<file path="src/rtl/zz_pkg.sv">
// Shared definitions for the zig-zag walker/accumulator pair: default
// precision width, k-width helper, FSM encodings and the term-sign rule.
package zz_pkg;

    localparam int BPREC = 4;

    typedef enum logic [0:0] {
        ACC_IDLE = 1'b0,
        ACC_RUN  = 1'b1
    } acc_state_e;

    typedef enum logic [0:0] {
        OUT_EMPTY = 1'b0,
        OUT_HOLD  = 1'b1
    } out_state_e;

    // k = offw + offd needs one bit more than either offset.
    function automatic int zz_kw(input int bprec);
        return bprec + 1;
    endfunction

    // A term is negative when exactly one operand sits on its signed MSB plane.
    function automatic logic zz_term_neg(
        input logic [BPREC-1:0] offw,
        input logic [BPREC-1:0] offd,
        input logic [BPREC-1:0] pw,
        input logic [BPREC-1:0] pd,
        input logic             sw,
        input logic             sd
    );
        logic w_msb;
        logic d_msb;
        w_msb = sw & (offw == (pw - BPREC'(1'b1)));
        d_msb = sd & (offd == (pd - BPREC'(1'b1)));
        return w_msb ^ d_msb;
    endfunction

endpackage

</file>
<file path="src/rtl/zigzag_acc_if.sv">
// Term-input and result-output streams of the zig-zag accumulator.
interface zigzag_acc_if
    import zz_pkg::*;
#(
    parameter int BPREC = zz_pkg::BPREC,
    parameter int BWIN  = 8,
    parameter int BWOUT = 32
) ();

    logic             in_valid;
    logic             in_ready;
    logic [BWIN-1:0]  in_pp;
    logic [BPREC-1:0] in_offw;
    logic [BPREC-1:0] in_offd;
    logic             in_eod;
    logic             in_last;
    logic             out_valid;
    logic             out_ready;
    logic [BWOUT-1:0] out_result;

    modport master (
        output in_valid, in_pp, in_offw, in_offd, in_eod, in_last, out_ready,
        input  in_ready, out_valid, out_result
    );

    modport slave (
        input  in_valid, in_pp, in_offw, in_offd, in_eod, in_last, out_ready,
        output in_ready, out_valid, out_result
    );

endinterface

</file>
<file path="src/rtl/zigzag_acc_diag.sv">
// Per-diagonal accumulator: signs the incoming term, sums it into the running
// diagonal, captures the diagonal's shift k and flags malformed terms.
module zigzag_acc_diag
    import zz_pkg::*;
#(
    parameter  int BPREC = zz_pkg::BPREC,
    parameter  int BWIN  = 8,
    localparam int DW    = BWIN + BPREC + 1,
    localparam int KW    = zz_kw(BPREC)
) (
    input  logic                 clk,
    input  logic                 clr,
    input  logic                 take,
    input  logic [BWIN-1:0]      pp,
    input  logic [BPREC-1:0]     offw,
    input  logic [BPREC-1:0]     offd,
    input  logic                 eod,
    input  logic                 last,
    input  logic [BPREC-1:0]     pw,
    input  logic [BPREC-1:0]     pd,
    input  logic                 sw,
    input  logic                 sd,
    output logic signed [DW-1:0] sum,
    output logic [KW-1:0]        shift,
    output logic                 bad
);

    logic signed [DW-1:0] diag_q;
    logic signed [DW-1:0] diag_d;
    logic [KW-1:0]        k_q;
    logic [KW-1:0]        k_d;
    logic                 first_q;
    logic                 first_d;

    logic [KW-1:0]        k_term;
    logic signed [DW-1:0] term_mag;
    logic signed [DW-1:0] term;

    // Signed term, running diagonal sum and term legality.
    always_comb begin
        k_term   = {1'b0, offw} + {1'b0, offd};
        term_mag = {{(DW-BWIN){1'b0}}, pp};
        if (zz_term_neg(offw, offd, pw, pd, sw, sd)) begin
            term = -term_mag;
        end else begin
            term = term_mag;
        end
        sum = diag_q + term;
        if (first_q) begin
            shift = k_term;
        end else begin
            shift = k_q;
        end
        // All terms of one diagonal must share the same significance.
        bad = (offw >= pw) | (offd >= pd) | (~first_q & (k_term != k_q)) | (last & ~eod);
    end

    // Next diagonal state; rejected terms leave everything untouched.
    always_comb begin
        diag_d  = diag_q;
        k_d     = k_q;
        first_d = first_q;
        if (take & ~bad) begin
            if (eod) begin
                diag_d  = {DW{1'b0}};
                k_d     = {KW{1'b0}};
                first_d = 1'b1;
            end else begin
                diag_d  = sum;
                first_d = 1'b0;
                if (first_q) begin
                    k_d = k_term;
                end else begin
                    k_d = k_q;
                end
            end
        end else begin
            diag_d = diag_q;
        end
    end

    // Diagonal registers.
    always_ff @(posedge clk) begin
        if (clr) begin
            diag_q  <= {DW{1'b0}};
            k_q     <= {KW{1'b0}};
            first_q <= 1'b1;
        end else begin
            diag_q  <= diag_d;
            k_q     <= k_d;
            first_q <= first_d;
        end
    end

endmodule

</file>
<file path="src/rtl/zigzag_acc.sv">
// Zig-zag product accumulator top: shifts each finished diagonal into the
// running total and presents the completed product through a valid/ready register.
module zigzag_acc
    import zz_pkg::*;
#(
    parameter int BPREC = zz_pkg::BPREC,
    parameter int BWIN  = 8,
    parameter int BWOUT = 32
) (
    input  logic             clk,
    input  logic             clr,
    input  logic [BPREC-1:0] pw,
    input  logic [BPREC-1:0] pd,
    input  logic             sw,
    input  logic             sd,
    zigzag_acc_if.slave      bus,
    output logic             err
);

    localparam int DW = BWIN + BPREC + 1;
    localparam int KW = zz_kw(BPREC);

    acc_state_e       acc_state_q;
    acc_state_e       acc_state_d;
    out_state_e       out_state_q;
    out_state_e       out_state_d;
    logic [BWOUT-1:0] total_q;
    logic [BWOUT-1:0] total_d;
    logic [BWOUT-1:0] result_q;
    logic [BWOUT-1:0] result_d;
    logic             err_q;
    logic             err_d;

    logic                 in_ready_s;
    logic                 take_s;
    logic                 good_s;
    logic                 done_s;
    logic signed [DW-1:0] diag_sum_s;
    logic [KW-1:0]        shift_s;
    logic                 bad_s;
    logic [BWOUT-1:0]     contrib_s;
    logic [BWOUT-1:0]     base_s;
    logic [BWOUT-1:0]     total_sum_s;

    zigzag_acc_diag #(
        .BPREC (BPREC),
        .BWIN  (BWIN)
    ) u_diag (
        .clk   (clk),
        .clr   (clr),
        .take  (take_s),
        .pp    (bus.in_pp),
        .offw  (bus.in_offw),
        .offd  (bus.in_offd),
        .eod   (bus.in_eod),
        .last  (bus.in_last),
        .pw    (pw),
        .pd    (pd),
        .sw    (sw),
        .sd    (sd),
        .sum   (diag_sum_s),
        .shift (shift_s),
        .bad   (bad_s)
    );

    // Input handshake: accept whenever the output slot is free or being freed.
    always_comb begin
        if (out_state_q == OUT_EMPTY) begin
            in_ready_s = 1'b1;
        end else begin
            in_ready_s = bus.out_ready;
        end
        take_s = bus.in_valid & in_ready_s;
        good_s = take_s & ~bad_s;
        done_s = good_s & bus.in_last;
    end

    // Weighted diagonal contribution and the updated total.
    always_comb begin
        contrib_s = {{(BWOUT-DW){diag_sum_s[DW-1]}}, diag_sum_s} << shift_s;
        if (acc_state_q == ACC_IDLE) begin
            base_s = {BWOUT{1'b0}};
        end else begin
            base_s = total_q;
        end
        total_sum_s = base_s + contrib_s;
    end

    // Accumulation FSM and total register next state.
    always_comb begin
        acc_state_d = acc_state_q;
        total_d     = total_q;
        case (acc_state_q)
            ACC_IDLE: begin
                if (good_s & ~bus.in_last) begin
                    acc_state_d = ACC_RUN;
                end else begin
                    acc_state_d = ACC_IDLE;
                end
            end
            ACC_RUN: begin
                if (done_s) begin
                    acc_state_d = ACC_IDLE;
                end else begin
                    acc_state_d = ACC_RUN;
                end
            end
            default: acc_state_d = ACC_IDLE;
        endcase
        if (done_s) begin
            total_d = {BWOUT{1'b0}};
        end else if (good_s & bus.in_eod) begin
            total_d = total_sum_s;
        end else begin
            total_d = total_q;
        end
    end

    // Output-slot FSM; a new result may replace one consumed in the same cycle.
    always_comb begin
        out_state_d = out_state_q;
        result_d    = result_q;
        case (out_state_q)
            OUT_EMPTY: begin
                if (done_s) begin
                    out_state_d = OUT_HOLD;
                end else begin
                    out_state_d = OUT_EMPTY;
                end
            end
            OUT_HOLD: begin
                if (done_s) begin
                    out_state_d = OUT_HOLD;
                end else if (bus.out_ready) begin
                    out_state_d = OUT_EMPTY;
                end else begin
                    out_state_d = OUT_HOLD;
                end
            end
            default: out_state_d = OUT_EMPTY;
        endcase
        if (done_s) begin
            result_d = total_sum_s;
        end else begin
            result_d = result_q;
        end
        err_d = err_q | (take_s & bad_s);
    end

    // State registers; clr wins over any simultaneous transfer.
    always_ff @(posedge clk) begin
        if (clr) begin
            acc_state_q <= ACC_IDLE;
            out_state_q <= OUT_EMPTY;
            total_q     <= {BWOUT{1'b0}};
            result_q    <= {BWOUT{1'b0}};
            err_q       <= 1'b0;
        end else begin
            acc_state_q <= acc_state_d;
            out_state_q <= out_state_d;
            total_q     <= total_d;
            result_q    <= result_d;
            err_q       <= err_d;
        end
    end

    assign bus.in_ready   = in_ready_s;
    assign bus.out_valid  = (out_state_q == OUT_HOLD);
    assign bus.out_result = result_q;
    assign err            = err_q;

endmodule

</file>
<file path="src/flat_wrapper.sv">
// flat-port wrapper written by rule: the top's interface ports become plain ports
module zigzag_acc_flat import zz_pkg::*;
#(
    parameter int BPREC = zz_pkg::BPREC,
    parameter int BWIN  = 8,
    parameter int BWOUT = 32
)
  (clk, clr, pw, pd, sw, sd, err, bus_in_valid, bus_in_pp, bus_in_offw, bus_in_offd, bus_in_eod, bus_in_last, bus_out_ready, bus_in_ready, bus_out_valid, bus_out_result);
  zigzag_acc_if #(.BPREC(BPREC), .BWIN(BWIN), .BWOUT(BWOUT)) bus_i ();
  input  logic clk;
  input  logic clr;
  input  logic [BPREC-1:0] pw;
  input  logic [BPREC-1:0] pd;
  input  logic sw;
  input  logic sd;
  output logic err;
  input wire logic [$bits(bus_i.in_valid)-1:0] bus_in_valid;
  input wire logic [$bits(bus_i.in_pp)-1:0] bus_in_pp;
  input wire logic [$bits(bus_i.in_offw)-1:0] bus_in_offw;
  input wire logic [$bits(bus_i.in_offd)-1:0] bus_in_offd;
  input wire logic [$bits(bus_i.in_eod)-1:0] bus_in_eod;
  input wire logic [$bits(bus_i.in_last)-1:0] bus_in_last;
  input wire logic [$bits(bus_i.out_ready)-1:0] bus_out_ready;
  output wire logic [$bits(bus_i.in_ready)-1:0] bus_in_ready;
  output wire logic [$bits(bus_i.out_valid)-1:0] bus_out_valid;
  output wire logic [$bits(bus_i.out_result)-1:0] bus_out_result;
  assign bus_i.in_valid = bus_in_valid;
  assign bus_i.in_pp = bus_in_pp;
  assign bus_i.in_offw = bus_in_offw;
  assign bus_i.in_offd = bus_in_offd;
  assign bus_i.in_eod = bus_in_eod;
  assign bus_i.in_last = bus_in_last;
  assign bus_i.out_ready = bus_out_ready;
  assign bus_in_ready = bus_i.in_ready;
  assign bus_out_valid = bus_i.out_valid;
  assign bus_out_result = bus_i.out_result;
  zigzag_acc #(.BPREC(BPREC), .BWIN(BWIN), .BWOUT(BWOUT)) u_core (.clk(clk), .clr(clr), .pw(pw), .pd(pd), .sw(sw), .sd(sd), .bus(bus_i), .err(err));
endmodule
</file>
<file path="config.mk">
export PLATFORM = sky130hd
export DESIGN_NAME = zigzag_acc_flat
export DESIGN_NICKNAME = d
export VERILOG_FILES = /design/src/rtl/zz_pkg.sv /design/src/rtl/zigzag_acc_if.sv /design/src/rtl/zigzag_acc_diag.sv /design/src/rtl/zigzag_acc.sv /design/src/flat_wrapper.sv
export SDC_FILE = /design/constraint.sdc
export NUM_CORES = 1
export LEC_CHECK = 0
export ABC_AREA = 0
export BUFFER_PORTS_ARGS = -buffer_cell sky130_fd_sc_hd__buf_4
export CELL_PAD_IN_SITES_DETAIL_PLACEMENT = 0
export CELL_PAD_IN_SITES_GLOBAL_PLACEMENT = 1
export CORE_ASPECT_RATIO = 1.75
export CORE_MARGIN = 2
export CORE_UTILIZATION = 49
export CTS_CLUSTER_SIZE = 24
export DETAILED_ROUTE_END_ITERATION = 7
export PLACE_DENSITY_LB_ADDON = 0.25
export SLEW_MARGIN = 0
export SYNTH_ARGS = -nofsm -noshare
export SYNTH_HDL_FRONTEND = slang
export SYNTH_SLANG_ARGS = --single-unit
export TNS_END_PERCENT = 50
</file>
<file path="constraint.sdc">
create_clock -name clk -period 15.6 [get_ports clk]
set_input_delay 0 -clock clk [delete_from_list [all_inputs] [get_ports clk]]
set_output_delay 0 -clock clk [all_outputs]
set_load 0.1 [all_outputs]
</file>
==> run summary <==
status -> finished clean
Iteration-0 DRC Markers -> 350
setup repair after global routing missed its margin -> false
clock latency on the worst-skew pair -> 0.36 ns
count of nets after finishing -> 1,082
DIE AREA -> 15,800 um^2
number of I/O pins -> 67
number of global-route vias before repair -> 6,501
cell with the largest stage delay on the worst path -> sky130_fd_sc_hd__or4_4
routed wire length per instance -> 17.1 um
fin crit share -> 0.473
Final setup violation count -> 0
data arrival time of the critical path -> 7.60 ns
Detailed Routing Iterations Pass 1 -> 5
async set-or-reset flop fraction in the synthesized netlist -> 0
total inserted antenna cells -> 0
Placement Rows -> 58
Pleak -> 3.61 nW
Post-CTS Setup Bufs -> 0
Post-synth EDFFs -> 0
post-CTS clock slew at the launch and capture registers of the worst setup and hold paths -> 0.07 ns
synthesized area divided by synthesized cell count -> 7.61 um^2
Warnings, synthesis -> 0
list of most frequent post-synthesis cells -> sky130_fd_sc_hd__nand2_1, sky130_fd_sc_hd__a21oi_1, sky130_fd_sc_hd__dfxtp_1
post-synthesis cell type with the largest combined area -> sky130_fd_sc_hd__dfxtp_1
number of buffer cells added on primary ports -> 66
remaining antenna violation count -> 0
highest ir drop seen on vdd -> 0.0626 mV
top flip-flop cell by instance count after synthesis -> sky130_fd_sc_hd__dfxtp_1
CP startpoint kind -> input port
share of post-route cells with drive strength above 1 -> 0.119
Worst slew margin -> 0.202
count of vias placed by the detailed router -> 6,883
Overall Power -> 0.752 mW
number of buffers on the longest clock path -> 2
worst endpoint required time -> 15.83 ns
Detail Placement HPWL -> 15,300 um
DRC viols -> 0
gate count of the mapped netlist -> 949
metal3 WL -> 593 um
slowest stage delay, CP -> 0.54 ns
maximum level of the CTS H-tree -> 3
Achievable Freq -> 0.136 GHz
vias per inst -> 5.87
Routed met2 length -> 11,100 um
Hold Violations, Final -> 0
Power Dens Cells -> 92.5 nW/um^2
Worst-Margin Slew -> 1.19 ns
class of the most critical setup path -> input port to register
Max Cap Violations -> 0
number of clock sinks -> 86
antenna violations before repair -> 0
final worst clock skew -> 0.0144 ns
master cell of the clock root buffer -> sky130_fd_sc_hd__clkbuf_16
max-slew violation total from the final report -> 0
most instantiated library cell after synthesis -> sky130_fd_sc_hd__nand2_1
nets in the synthesized netlist -> 1,043
CTS tree -> done
Cell Area, Synth -> 7220 um^2
final critical-path required period -> 7.37 ns
first-pass GRT wire length -> 31,900 um
die height -> 165 um
initial standard-cell utilization of the core -> 0.502
type of destination of the critical path -> register
buffers plus inverters on the worst setup path -> 2
aggregate global routing overflow -> 0
setup total negative slack -> 0 ns
Highest Signal Layer -> met4
Routability Congestion -> 0.935
cell family contributing the most delay on the critical path -> compound AO/OA/AOI/OAI gates
highest net fanout along the worst path -> 13
Seq cells post-synth -> 86
maximum number of pins on one net before global-route repair -> 44
top-area cell type share of the netlist area -> 0.238
synthesis-to-layout area growth -> 12.6%
area of the core -> 14,400 um^2
number of distinct library cells after synthesis -> 73
global-route usage over all layers -> 0.257
sequential share of the synthesized area -> 0.238
CTS buffer count -> 9
drt total wl -> 20,100 um
die outline width -> 95.8 um
worst hold-check path type -> input port to register
Metal-1 WL -> 7880 um
top cells by area, synth -> sky130_fd_sc_hd__dfxtp_1, sky130_fd_sc_hd__ha_1, sky130_fd_sc_hd__a21oi_1, sky130_fd_sc_hd__nand2_1, sky130_fd_sc_hd__nor2_1
[stage by stage]
| stage | setup WS [ns] | instances | instance area, um^2 | hold WS (ns) | utilization |
|---|---|---|---|---|---|
| after floorplan | 8.76 | 949 | 7220 | 0.0968 | - |
| after global placement | 8.15 | 1156 | 7820 | 0.332 | 0.544 |
| after detailed placement | 7.91 | 1156 | 7820 | 0.347 | 0.544 |
| after CTS | 8.26 | 1173 | 8130 | 0.0143 | 0.566 |
| after global routing | 7.66 | 1173 | 8130 | 0.0292 | 0.566 |
| final | 8.23 | 1173 | 8130 | 0.00618 | 0.566 |
[kinds of logic (layout without fill, tap and decap cells)]
| logic type | count (synthesis) | in the layout | synth area share |
|---|---|---|---|
| and+or+nand+nor | 337 | 337 | 0.223 |
| AOI/OAI and AO/OA | 291 | 291 | 0.263 |
| buffers and inverters | 89 | 133 | 0.0492 |
| DFF | 86 | 86 | 0.238 |
| adders and majority gates | 62 | 62 | 0.111 |
| xor gates and xnor gates | 57 | 57 | 0.0769 |
| muxes | 27 | 27 | 0.0393 |
[worst paths after layout]
kind                                           from  cells past startpoint                                      to  slack (ns)
min reg2reg  u_core.bus.out_result[28]$_SDFFE_PP0P_                      2  u_core.bus.out_result[28]$_SDFFE_PP0P_        0.45
min                                             clr                      2                   u_core.err$_SDFF_PP0_       0.006
max                                           pd[1]                     30         u_core.total_q[31]$_SDFFE_PP0P_        8.23
max reg2reg    u_core.u_diag.diag_q[0]$_SDFFE_PP0P_                     23         u_core.total_q[31]$_SDFFE_PP0P_        9.36
[worst reg2reg max path: cells and delay by family (launching register included)]
family,cells,cell delay [ns]
xor+xnor,1,0.44
simple gates,7,1.37
flops,1,0.32
compound gates,12,3.04
fa+ha+maj,3,0.97
[timing repair]
item,CTS,global route
setup endpoints to repair,0,0
hold endpoints to repair,1,0
hold buffers,1,0
resized for setup,0,0
[cells in the final DEF (no fill, tap or decap), types with 7 or more instances in the layout]
cell                        instances
sky130_fd_sc_hd__nor2_1            82
sky130_fd_sc_hd__a21o_1            23
sky130_fd_sc_hd__a211oi_1          10
sky130_fd_sc_hd__inv_1             38
sky130_fd_sc_hd__a31oi_1           10
sky130_fd_sc_hd__mux2i_1           16
sky130_fd_sc_hd__or3_1             13
sky130_fd_sc_hd__o211ai_1          12
sky130_fd_sc_hd__o21a_1            10
sky130_fd_sc_hd__o21ai_0           52
sky130_fd_sc_hd__ha_1              59
sky130_fd_sc_hd__nand2b_1           8
sky130_fd_sc_hd__a21oi_1          102
sky130_fd_sc_hd__xor2_1            19
sky130_fd_sc_hd__and2_1            35
sky130_fd_sc_hd__o21bai_1           7
sky130_fd_sc_hd__buf_4             78
sky130_fd_sc_hd__nor2b_1            8
sky130_fd_sc_hd__dfxtp_1           86
sky130_fd_sc_hd__nand3_1           17
sky130_fd_sc_hd__a22o_1            25
sky130_fd_sc_hd__mux2_2            11
sky130_fd_sc_hd__nand4_1            7
sky130_fd_sc_hd__nor3_1            27
sky130_fd_sc_hd__clkbuf_16          9
sky130_fd_sc_hd__and3_1             8
sky130_fd_sc_hd__nand2_1          107
sky130_fd_sc_hd__xnor2_1           34
[layout make-up]
cell class	instances	area (um^2)
clock buffer	9	225
clock inverter	7	73.8
fill	1459	6240
inverter	38	143
multi-input combinational	774	5150
sequential	86	1720
tap	180	225
timing repair buffer	79	596
[per-layer routing]
| metal | track usage | vias to the layer above |
|---|---|---|
| li1 | - | 3479 |
| met1 | 0.274 | 3223 |
| met2 | 0.501 | 141 |
| met3 | 0.0278 | 40 |
| met4 | 0.0942 | 0 |
| met5 | 0 | - |
[registers in the layout (all words and copies together), names as in the netlist, named ones only]
| signal | cells |
|---|---|
| u_core.bus.out_result | 32 |
| u_core.bus.out_valid | 1 |
| u_core.u_diag.first_q | 1 |
| u_core.u_diag.diag_q | 13 |
| u_core.u_diag.k_q | 5 |
| u_core.err | 1 |
| u_core.total_q | 32 |
[report_power, final]
| part | total, mW | switching, mW | internal [mW] |
|---|---|---|---|
| sequential | 0.230 | 0.00421 | 0.226 |
| combinational | 0.302 | 0.197 | 0.105 |
| clock | 0.220 | 0.107 | 0.114 |
| total | 0.752 | 0.308 | 0.444 |
Power figures use the tool's default switching activity.
